<file path="src/rtl/wb_stage_param.sv">
// ---------------------------------------------------------------------------------------------
// wb_stage_param -- MIPS write-back stage
//
// Holds the MEM/WB pipeline register. It supports stall and flush, and it turns the
// registered memory word into register-file write data. Byte and halfword loads are
// extracted by lane and then sign- or zero-extended. Misaligned halfword/word loads are
// flagged and their write is suppressed. Writes to $0 are dropped. Instructions that
// leave the stage cleanly are counted.
//
// Optional build macro:
//   WB_LWLR_EN  adds lwl/lwr. These merge the memory word with the old rt value (in_busB),
//               which is then latched as a stage field. When the macro is undefined,
//               in_busB is ignored and lwl/lwr take the generic memtoreg/alure path.
//
// Parameters:
//   REG_AW      register address width
//   PC_W        word PC width (PC[31:2])
//   CNT_W       retire counter width
//   BIG_ENDIAN  0: byte k at dout[8k+7:8k]; 1: byte k at dout[31-8k:24-8k]
//
// Ports:
//   clk, rst          rising-edge clock, synchronous active-high reset
//   stall, flush      hold the stage / load a bubble (flush wins over stall)
//   in_*              MEM-stage instruction fields
//   wr_valid          stage holds a real instruction
//   wr_reg/wr_regwr   register-file write address / qualified write enable
//   wr_busW           register-file write data
//   wr_pc             PC of the instruction in the stage
//   misalign_exc      misaligned load in the stage
//   retire_cnt        retired-instruction count (wraps)
// ---------------------------------------------------------------------------------------------
module wb_stage_param #(
    parameter int unsigned REG_AW     = 5,
    parameter int unsigned PC_W       = 30,
    parameter int unsigned CNT_W      = 32,
    parameter int unsigned BIG_ENDIAN = 0
) (
    input  logic              clk,
    input  logic              rst,
    input  logic              stall,
    input  logic              flush,
    input  logic              in_valid,
    input  logic [5:0]        in_op,
    input  logic [REG_AW-1:0] in_reg,
    input  logic              in_regwr,
    input  logic              in_memtoreg,
    input  logic [31:0]       in_alure,
    input  logic [31:0]       in_dout,
    input  logic [31:0]       in_busB,
    input  logic [PC_W-1:0]   in_pc,
    output logic              wr_valid,
    output logic [REG_AW-1:0] wr_reg,
    output logic              wr_regwr,
    output logic [31:0]       wr_busW,
    output logic [PC_W-1:0]   wr_pc,
    output logic              misalign_exc,
    output logic [CNT_W-1:0]  retire_cnt
);

    // Load opcodes decoded in this stage
    localparam logic [5:0] OP_LB  = 6'b100000;
    localparam logic [5:0] OP_LH  = 6'b100001;
    localparam logic [5:0] OP_LW  = 6'b100011;
    localparam logic [5:0] OP_LBU = 6'b100100;
    localparam logic [5:0] OP_LHU = 6'b100101;
`ifdef WB_LWLR_EN
    localparam logic [5:0] OP_LWL = 6'b100010;
    localparam logic [5:0] OP_LWR = 6'b100110;
`endif

    // -----------------------------------------------------------------------------------------
    // MEM/WB stage register
    // -----------------------------------------------------------------------------------------
    logic              r_valid;
    logic [5:0]        r_op;
    logic [REG_AW-1:0] r_reg;
    logic              r_regwr;
    logic              r_memtoreg;
    logic [31:0]       r_alure;
    logic [31:0]       r_dout;
    logic [PC_W-1:0]   r_pc;
    logic [CNT_W-1:0]  r_cnt;
`ifdef WB_LWLR_EN
    logic [31:0]       r_busB;
`endif

    logic              w_misalign;
    logic              w_retire;

    always_ff @(posedge clk) begin
        if (rst) begin
            r_valid    <= 1'b0;
            r_op       <= '0;
            r_reg      <= '0;
            r_regwr    <= 1'b0;
            r_memtoreg <= 1'b0;
            r_alure    <= '0;
            r_dout     <= '0;
            r_pc       <= '0;
        end else if (flush) begin
            // The remaining fields are don't-care in a bubble; holding them avoids toggling.
            r_valid <= 1'b0;
            r_regwr <= 1'b0;
        end else if (!stall) begin
            r_valid    <= in_valid;
            r_op       <= in_op;
            r_reg      <= in_reg;
            r_regwr    <= in_regwr;
            r_memtoreg <= in_memtoreg;
            r_alure    <= in_alure;
            r_dout     <= in_dout;
            r_pc       <= in_pc;
        end
    end

`ifdef WB_LWLR_EN
    always_ff @(posedge clk) begin
        if (rst) begin
            r_busB <= '0;
        end else if (!flush && !stall) begin
            r_busB <= in_busB;
        end
    end
`else
    logic w_unused_busb;
    assign w_unused_busb = ^in_busB;
`endif

    // An instruction retires when it leaves the stage cleanly. A stalled instruction keeps
    // writing the same value, but it is counted only on the edge that releases it.
    assign w_retire = r_valid & ~w_misalign & ~stall & ~flush;

    always_ff @(posedge clk) begin
        if (rst) begin
            r_cnt <= '0;
        end else if (w_retire) begin
            r_cnt <= r_cnt + CNT_W'(1);
        end
    end

    // -----------------------------------------------------------------------------------------
    // Lane selection and load extension
    // -----------------------------------------------------------------------------------------
    logic [1:0]  w_k;
    logic [1:0]  w_lane;
    logic [7:0]  w_byte;
    logic [15:0] w_half;
    logic        w_is_half;
    logic        w_is_word;
    logic [31:0] w_busw;

    assign w_k = r_alure[1:0];
    // 3-k is the bitwise inverse of a 2-bit k
    assign w_lane = (BIG_ENDIAN != 0) ? ~w_k : w_k;

    assign w_byte = r_dout[{w_lane, 3'b000} +: 8];
    assign w_half = r_dout[{w_lane[1], 4'b0000} +: 16];

    assign w_is_half = (r_op == OP_LH) || (r_op == OP_LHU);
    assign w_is_word = (r_op == OP_LW);

    assign w_misalign = r_valid & ((w_is_half & w_k[0]) | (w_is_word & (w_k != 2'b00)));

`ifdef WB_LWLR_EN
    // lwl keeps the low 8*(3-n) bits of rt; lwr keeps the high 8*n bits of rt
    logic [4:0]  w_lwl_sh;
    logic [4:0]  w_lwr_sh;
    logic [31:0] w_lwl_mask;
    logic [31:0] w_lwr_mask;
    logic [31:0] w_lwl_data;
    logic [31:0] w_lwr_data;

    assign w_lwl_sh   = {~w_lane, 3'b000};
    assign w_lwr_sh   = {w_lane, 3'b000};
    assign w_lwl_mask = (32'd1 << w_lwl_sh) - 32'd1;
    assign w_lwr_mask = ~(32'hFFFF_FFFF >> w_lwr_sh);
    assign w_lwl_data = (r_dout << w_lwl_sh) | (r_busB & w_lwl_mask);
    assign w_lwr_data = (r_dout >> w_lwr_sh) | (r_busB & w_lwr_mask);
`endif

    always_comb begin
        w_busw = r_memtoreg ? r_dout : r_alure;
        case (r_op)
            OP_LB:   w_busw = {{24{w_byte[7]}}, w_byte};
            OP_LBU:  w_busw = {24'd0, w_byte};
            OP_LH:   w_busw = {{16{w_half[15]}}, w_half};
            OP_LHU:  w_busw = {16'd0, w_half};
            OP_LW:   w_busw = r_dout;
`ifdef WB_LWLR_EN
            OP_LWL:  w_busw = w_lwl_data;
            OP_LWR:  w_busw = w_lwr_data;
`endif
            default: ;
        endcase
    end

    // -----------------------------------------------------------------------------------------
    // Outputs
    // -----------------------------------------------------------------------------------------
    assign wr_valid     = r_valid;
    assign wr_reg       = r_reg;
    assign wr_pc        = r_pc;
    assign wr_busW      = w_busw;
    assign misalign_exc = w_misalign;
    // $0 is hard-wired to zero, so writes to it are dropped
    assign wr_regwr     = r_valid & r_regwr & (r_reg != '0) & ~w_misalign;
    assign retire_cnt   = r_cnt;

endmodule

</file>
<file path="config.mk">
export PLATFORM = sky130hd
export DESIGN_NAME = wb_stage_param
export DESIGN_NICKNAME = d
export VERILOG_FILES = /design/src/rtl/wb_stage_param.sv
export SDC_FILE = /design/constraint.sdc
export NUM_CORES = 1
export LEC_CHECK = 0
export CAP_MARGIN = 30
export CORE_MARGIN = 5
export CORE_UTILIZATION = 41
export CTS_BUF_LIST = sky130_fd_sc_hd__clkbuf_4
export DETAILED_ROUTE_END_ITERATION = 6
export PLACE_DENSITY = 0.77
export SLEW_MARGIN = 20
export SYNTH_ARGS = -nofsm -noshare
export SYNTH_HDL_FRONTEND = slang
export SYNTH_SLANG_ARGS = --single-unit
</file>
<file path="constraint.sdc">
create_clock -name clk -period 3 [get_ports clk]
set_input_delay 0.3 -clock clk [delete_from_list [all_inputs] [get_ports clk]]
set_output_delay 0.3 -clock clk [all_outputs]
set_load 0.02 [all_outputs]
</file>
# After elaboration in Yosys (flattened, before gate mapping)
# Cells that the tools add are included.
[word_totals] ff_bits=140 latchBits=0 ram_bits=0 rom_bits=0 out_inout_bits=102 word_cells=37 memories=0
[op_classes] n_addsub=1 mul=0 div_mod_pow=0 order_cmp=0 eq_ne=5 n_shift=2 muxes=2 bitwise=13 n_reduce_logical=5
[ops] cell="one-hot mux 32 bit (5 select lines)" n=1
[ops] cell="adder 32 x 1 -> 32 bit (second input constant)" n=1
[ops] cell="2-to-1 mux 32 bit" n=1
[ops] cell="indexed part select 32 x 6 -> 16 bit" n=1
[ops] cell="indexed part select 32 x 6 -> 8 bit" n=1
[ops] cell="== test 6 bit (second input constant)" n=5
[ops] cell="AND 1 bit" n=9
[ops] cell="nonzero test 5 bit" n=1
[ops] cell="NOT 1 bit" n=3
[ops] cell="AND reduction 2 bit" n=1
[ops] cell="nonzero test 2 bit" n=1
[ops] cell="OR reduction 2 bit" n=1
[ops] cell="logical OR 1 bit" n=1
[ops] cell="OR 1 bit" n=1

# Depth between registers and ports, before layout
# Gate-level depths: netlist of the first run.
[depth] ltp_word=9 depth_mapped=8 depth_no_buf=6

# Worst setup path after synthesis of the first run
# Ideal clock, no wire load.
[synth_timing] path_type="flip-flop to output port" start="register r_op[3]" end="output port wr_busW[16]" arrival_time_ns=2.263 required_time_ns=2.700 slack_ns=0.437 path_stages_with_launch=6 n_path_buf=2 cell_sequence="dfxtp_1 > or3b_2 > clkbuf_1 > o41ai_1 > clkbuf_1 > o221a_2"
[synth_via] elab_chain_len=2 word_cells_on_any_way=6 classes_between="eq/ne (5); mux (1)"
[synth_lines] item="start, declared" line="75" rtl="logic [5:0] r_op;"
[synth_lines] item="start signal, assigned" line="106" rtl="r_op <= in_op;"
[synth_lines] item="== test 6 bit" line="183" rtl="case (r_op)"
[synth_lines] item="one-hot mux 32 bit (5 select lines) *" line="183"
[synth_lines] item="end, declared" line="54" rtl="output logic [31:0] wr_busW,"
# Every way passes the cells marked *; elsewhere a longest branch is shown, timed or not.

# Worst setup path after layout of the first run
[layout_timing] start="register r_op[4]" end="output port wr_regwr"
[layout_via] elab_chain_len=7 word_cells_on_any_way=10 classes_between="eq/ne (3); bitwise (6); reduce/logical (1)"
[layout_lines] item="== test 6 bit" line="159" rtl="assign w_is_half = (r_op == OP_LH) || (r_op == OP_LHU);"
[layout_lines] item="logical OR 1 bit" line="159"
[layout_lines] item="AND 1 bit" line="162" rtl="assign w_misalign = r_valid & ((w_is_half & w_k[0]) | (w_is_word & (w_k != 2'b00)));"
[layout_lines] item="OR 1 bit *" line="162"
[layout_lines] item="AND 1 bit *" line="162"
[layout_lines] item="NOT 1 bit *" line="206" rtl="assign wr_regwr = r_valid & r_regwr & (r_reg != '0) & ~w_misalign;"
[layout_lines] item="AND 1 bit *" line="206"
[layout_lines] item="end, declared" line="53" rtl="output logic wr_regwr,"
# Marks and branches as above.

==> flow_metrics.py, run 1 <==
metrics = {
    "power_and_ir_drop": {
        "power.density_mw_per_mm2": 462,
        "p_sw_mw": 1.04,
        "pwr-share-seq_pct": 49.1,
        "pwr-share-clk_pct": 35.1,
        "switching_share_pct": 25.9,
        "comb_power_share_pct": 15.8,
        "irDropWorstVdd_mv": 0.311,
        "p_leak_nw": 3.16,
        "intPower_mw": 2.98,
    },
    "outcome": {
        "outcome": "finished, final reports clean",
    },
    "sta": {
        "drv_slew": 0,
        "setup-tns-final_ps": 0,
        "fin_skew_ps": 16.5,
        "slew_headroom_pct": 57.7,
        "hold_slack_ps": 251,
        "fin_crit_ps": 2880,
        "rsz0062_at_grt": "no",
        "finalHoldViolCount": 0,
        "max_freq_ghz": 0.348,
        "fin_crit_sh_pct": 95.9,
        "worst_pin_slew_ps": 634,
        "setup_viol": 0,
    },
    "synth": {
        "async_flop_share_pct": 0,
        "synth-xor-area-share_pct": 2.76,
        "synthMuxAreaShare_pct": 2.51,
        "synth-simple-area-share_pct": 24.5,
        "yosysSeqAreaShare_pct": 46.5,
        "synth-compound-area-share_pct": 19.7,
        "synthAdderAreaFrac_pct": 0.208,
        "synth_fp_nets": 918,
        "synth_edf_count": 0,
        "synth_cell_types": 46,
        "netlist_area_sq_mm": 0.00603,
        "ys.warnings.count": 0,
        "synth_top_family_by_area": "simple AND/OR/NAND/NOR gates",
        "syn_inst": 773,
        "synth_top_flop_cell": "dfxtp_1",
        "ys_seq_elements": 140,
        "avgSynthCellArea_sq_um": 7.80,
    },
    "grt": {
        "use_met2_pct": 31.8,
        "grt_pass1_wl_um": 30300,
        "grt_pass1_vias": 5841,
        "grt_use_met1_pct": 28.5,
        "grt_max_degree": 59,
        "track_usage_pct": 21.2,
        "top_usage_layer": "met2",
        "grt_overflow": 0,
        "grtUsageMet3_pct": 7.22,
        "antenna_found_initial": 1,
    },
    "layout": {
        "final_layout_size_suffix_gt1_share_pct": 14.0,
        "final_util_pct": 60.2,
        "final_nets": 1131,
        "syn_to_final_growth_pct": 44.5,
    },
    "cts": {
        "cts_sinks": 140,
        "cts.clk_slew.worst_paths_ps": 130,
        "ctsLongestPathBuffers": 2,
        "htree_levels": 4,
        "cts_tree": "built",
        "cts_inserted_buffers": 17,
        "clkLatencyLatePin_ps": 540,
        "clockRootBuffer": "clkbuf_4",
    },
    "drt": {
        "vias": 6200,
        "post_drt_wl_per_cell_um": 16.0,
        "drt-total-wl_um": 18900,
        "drc": 0,
        "viasPerCell": 5.24,
        "ant_nets": 0,
        "drt-initial-drc-count": 619,
        "firstDrtPassIters": 5,
    },
    "setup_path": {
        "worstPathCellList": "or3b_4 > buf_4 > or3_1 > o2111a_1 > clkdlybuf4s50_1",
        "max_stage_delay_ps": 570,
        "critPathArrivalTime_ps": 2580,
        "startpoint_type": "register",
        "cp_slowest_cell": "clkdlybuf4s50_1",
        "required_ps": 2700,
        "crit_type": "reg -> out",
        "reg2regPathDepth": 7,
        "crit_fanout": 7,
        "cp-end-kind": "output pin",
    },
    "hold_path": {
        "hold_class": "in -> reg",
        "hold_path_depth": 2,
    },
    "floorplanning": {
        "die_y_um": 131,
        "dieArea_sq_mm": 0.0172,
        "die_w_um": 131,
        "io_pins": 246,
        "start_util_pct": 41.6,
        "core_sq_mm": 0.0145,
        "num_rows": 44,
    },
    "job": {
        "cap_violations": 0,
    },
    "place": {
        "port-buffer-count": 213,
        "hpwl_um": 13800,
        "gp_congestion": 0.876,
    },
}
[timing repair]
| item | in CTS | in global routing |
|---|---|---|
| setup buffers | 2 | 1 |
| pin swaps | 0 | 1 |
| gates resized for setup | 57 | 57 |
| hold buffers | 0 | 0 |
| setup endpoints to repair | 32 | 32 |
[worst paths after layout]
| check | start | endpoint | slack, ps |
|---|---|---|---|
| worst max-delay path | r_op[4]$_SDFFE_PP0P_ | wr_regwr | 120 |
| worst min-delay path | rst | r_alure[29]$_SDFFE_PP0P_ | 250 |
| worst max register to register | r_op[1]$_SDFFE_PP0P_ | retire_cnt[21]$_SDFFE_PP0P_ | 600 |
| worst min register to register | r_op[5]$_SDFFE_PP0P_ | r_op[5]$_SDFFE_PP0P_ | 460 |
[metal layers]
layer | vias to the layer above | part of all wire (%)
met5 | - | 0
met4 | 0 | 2.5
met3 | 33 | 7.9
met2 | 239 | 44
met1 | 2820 | 46
li1 | 3108 | -
[power by group through the flow]
stage	Combinational (mW)	Clock, mW	Sequential, mW
after floorplan	0.292	0	2.02
after global placement	0.663	0	2.01
after detailed placement	0.669	0	2.01
after CTS	0.648	1.45	1.97
after global routing	0.685	1.56	1.98
final	0.635	1.41	1.97
[per-stage QoR]
stage	instances	setup slack (ps)	total power, mW	area [sq um]
after global placement	1147	80.1	2.68	8460
after CTS	1182	2.04	4.07	8810
after global routing	1184	0.296	4.23	8710
after detailed placement	1148	117	2.68	8470
final	1184	124	4.02	8710
after floorplan	773	437	2.32	6030
[cells in the mapped netlist, types with 2 or more instances]
library cell	n	share of area, %
and2_1	2	0.21
mux2_2	9	1.7
buf_2	2	0.17
xor2_1	12	1.7
nor2b_1	3	0.31
and4_1	2	0.29
nand3_1	10	0.83
or3_1	10	1.0
o21ai_0	18	1.5
a221o_1	8	1.3
clkbuf_1	53	3.3
or4_1	5	0.62
dfxtp_1	140	46
nand3b_1	2	0.25
nor3_1	9	0.75
xnor2_1	7	1.0
o21ai_1	2	0.17
buf_1	3	0.19
a22oi_1	8	1.0
mux2i_1	5	0.83
nand2_1	229	14
o221a_2	17	3.2
or2_2	3	0.31
a21oi_1	135	11
nor4_1	2	0.21
nand4_1	15	1.6
and3_1	5	0.52
a21bo_2	2	0.33
nor2_1	38	2.4
[critical path, delay by kind of cell (launching register included)]
family | cells | cell delay [ps]
and+or+nand+nor | 2 | 820
buffers and inverters | 2 | 740
DFF | 1 | 330
AOI/OAI and AO/OA | 1 | 150
[layout make-up]
class,count,area (sq um)
repair buffers,252,2300
clock buffers,18,135
clock inverters,14,200
flip-flops and latches,140,2800
multi-input cells,573,3040
fillers,1335,5770
well taps,184,230
inverters,2,7.51
diodes,1,2.50
[cells in the final DEF, fill, tap and decap left out, drive strengths merged, types with 7 or more instances in the layout]
cell type	instances
buf	43
o221a	17
dfxtp	140
clkinv	8
xnor2	7
mux2	9
nor2	38
o21ai	20
nor3	9
clkdlybuf4s50	180
nand3	10
nand2	229
a221o	8
or3	10
a22oi	8
xor2	12
clkbuf	43
nand4	15
a21oi	135
[logic make-up (layout without fill, tap and decap cells)]
| family | after synthesis | in the layout |
|---|---|---|
| simple gates | 342 | 342 |
| other cells | 0 | 1 |
| fa+ha+maj | 1 | 1 |
| xor+xnor | 19 | 19 |
| compound gates | 197 | 197 |
| buf+inv | 60 | 286 |
| flops | 140 | 140 |
| mux | 14 | 14 |
No activity file was read; power rests on OpenSTA's default activity.
==> inputs of run 2 (changes only) <==
CORE_ASPECT_RATIO = 1.4   (was not set)
==> run 2 against run 1 <==
  * Count of clock-buffer cells in the layout did not move
  * Utilization rose by 0.42 points
  * Power is 0.66% higher
  * Clock power about the same
  * Non-clock buffer count shrank 8
  * Via count grew 0.89%
  * Worst setup slack worse by 19 ps
  * Largest power group unchanged
  * Critical endpoint is now wr_busW[25]
  * Combinational power is 2% higher
  * Sequential power is essentially flat
  * First-iteration DRC count decreased by 19%
==> flow_metrics.py, run 2 (synthesized netlist as in run 1, its figures left out) <==
metrics = {
    "sta": {
        "fin_skew_ps": 16.4,
        "fin_crit_sh_pct": 96.5,
        "worst_pin_slew_ps": 719,
        "rsz0062_at_grt": "yes",
        "slew_headroom_pct": 52.1,
        "finalHoldViolCount": 0,
        "hold_slack_ps": 303,
        "drv_slew": 0,
        "setup_viol": 0,
        "setup_ws_ps": 106,
        "fin_crit_ps": 2890,
        "max_freq_ghz": 0.346,
    },
    "cts": {
        "postCtsSetupRepairBufs": 0,
        "cts_sinks": 140,
        "cts_inserted_buffers": 17,
        "cts.clk_slew.worst_paths_ps": 120,
        "clockRootBuffer": "clkbuf_4",
        "htree_levels": 4,
        "clkLatencyLatePin_ps": 530,
        "ctsLongestPathBuffers": 2,
        "cts_tree": "built",
    },
    "grt": {
        "grt_overflow": 0,
        "grt_pass1_wl_um": 30400,
        "grt_pass1_vias": 5890,
        "antenna_found_initial": 1,
        "grt_max_degree": 64,
        "track_usage_pct": 21.7,
    },
    "floorplanning": {
        "io_pins": 246,
        "die_y_um": 153,
        "num_rows": 52,
        "dieArea_sq_mm": 0.0173,
        "core_sq_mm": 0.0144,
        "die_w_um": 112,
        "start_util_pct": 41.7,
    },
    "place": {
        "dpl_cell_area_sq_mm": 0.00843,
        "port-buffer-count": 213,
        "place_ws_ps": 146,
        "gp_congestion": 0.885,
        "place_inst": 1147,
        "hpwl_um": 13900,
    },
    "setup_path": {
        "reg2regPathDepth": 6,
        "cp-end-kind": "output pin",
        "required_ps": 2700,
        "crit_type": "reg -> out",
        "r2r_end": "retire_cnt[21]$_SDFFE_PP0P_",
        "worstReg2RegStart": "r_op[1]$_SDFFE_PP0P_",
        "crit_fanout": 8,
        "startpoint_type": "register",
        "rrSetupSlack_ps": 520,
        "critPathArrivalTime_ps": 2590,
    },
    "drt": {
        "viasPerCell": 5.30,
        "drt-initial-drc-count": 501,
        "firstDrtPassIters": 5,
        "vias": 6255,
        "post_drt_wl_per_cell_um": 16.4,
        "ant_nets": 0,
        "drc": 0,
        "drt-total-wl_um": 19300,
    },
    "power_and_ir_drop": {
        "irDropWorstVdd_mv": 0.262,
        "total_power_mw": 4.05,
        "comb_power_share_pct": 15.9,
        "switching_share_pct": 26.2,
        "intPower_mw": 2.99,
        "p_sw_mw": 1.06,
        "power.density_mw_per_mm2": 463,
        "p_leak_nw": 3.16,
        "pwr-share-seq_pct": 48.8,
        "pwr-share-clk_pct": 35.3,
    },
    "outcome": {
        "outcome": "finished, final reports clean",
    },
    "layout": {
        "final_layout_size_suffix_gt1_share_pct": 11.1,
        "mostFrequentLayoutCell": "nand2_1",
        "final_cells": 1181,
        "final_cell_mix": "229 x nand2_1, 180 x clkdlybuf4s50_1, 140 x dfxtp_1",
        "final_nets": 1123,
        "syn_to_final_growth_pct": 45.2,
        "fin_area_sq_mm": 0.00875,
    },
    "hold_path": {
        "hold_path_depth": 3,
        "hold_path_end": "r_dout[11]$_SDFFE_PP0P_",
        "min-delay-start": "in_dout[11]",
        "hold_class": "in -> reg",
    },
    "job": {
        "cap_violations": 0,
    },
}
==> run 2: cell types whose count changed in the layout (fill, tap and decap cells not counted), moves of 2 or more <==
cell             delta
o21ai_0             +3
clkdlybuf4s15_2     -2
clkdlybuf4s15_1     +8
dlygate4sd2_1      +12
buf_2               -2
buf_4               -9
o21ai_1             -3
clkbuf_2           -16
==> run 2: area by class of cell <==
type	count	area (sq um)
fill	1344	5690
antenna	1	2.50
timing repair buffer	244	2310
tap	189	236
sequential	140	2800
clock inverter	14	199
multi-input combinational	573	3060
clock buffer	18	135
inverter	2	7.51
==> run 2: how the worst max path moves through the flow <==
stage | from | cells past startpoint | slack, ps | endpoint
2_1_floorplan | r_op[3]$_SDFFE_PP0P_ | 5 | 440 | wr_busW[16]
3_3_place_gp | r_op[3]$_SDFFE_PP0P_ | 5 | 140 | wr_busW[7]
3_5_place_dp | r_op[3]$_SDFFE_PP0P_ | 7 | 150 | wr_busW[0]
4_1_cts | r_op[3]$_SDFFE_PP0P_ | 7 | 3 | wr_busW[14]
5_1_grt | r_op[3]$_SDFFE_PP0P_ | 6 | -8 | wr_busW[29]
6_report | r_op[3]$_SDFFE_PP0P_ | 6 | 110 | wr_busW[25]
==> run 2: metrics by stage <==
| step | setup TNS [ps] | util, % |
|---|---|---|
| floorplan | 0 | - |
| global placement | 0 | 58.3 |
| detailed placement | 0 | 58.4 |
| CTS | 0 | 60.7 |
| global route | -16.0 | 60.6 |
| finish | 0 | 60.6 |
==> run 2: worst max-delay path, cell delays in order (launching register included) <==
cell,delay (ps)
dfxtp_1,330
or3b_4,430
buf_4,180
o41ai_4,350
buf_4,230
o221a_2,180
dlygate4sd2_1,350
==> run 2: routing by layer <==
metal | up-vias | routed length [um] | share of wire [%] | global-route usage, %
met5 | - | 0 | 0 | 0
met4 | 0 | 424 | 2.2 | 7.22
met3 | 33 | 1360 | 7.0 | 6.09
met2 | 218 | 10100 | 52 | 38.7
met1 | 2918 | 7440 | 38 | 24.6
li1 | 3086 | - | - | -
==> run 2: repair_timing <==
item                       in CTS  in global routing
setup endpoints to repair      34                 26
gates resized for setup        47                 36
hold buffers                    0                  0
gates cloned                    1                  0
==> run 2: power groups by stage <==
stage | registers, mW | clock network (mW) | logic (mW)
after floorplan | 2.02 | 0 | 0.292
after global placement | 2.01 | 0 | 0.661
after detailed placement | 2.02 | 0 | 0.666
after CTS | 1.97 | 1.47 | 0.646
after global routing | 1.98 | 1.54 | 0.694
final | 1.97 | 1.43 | 0.646
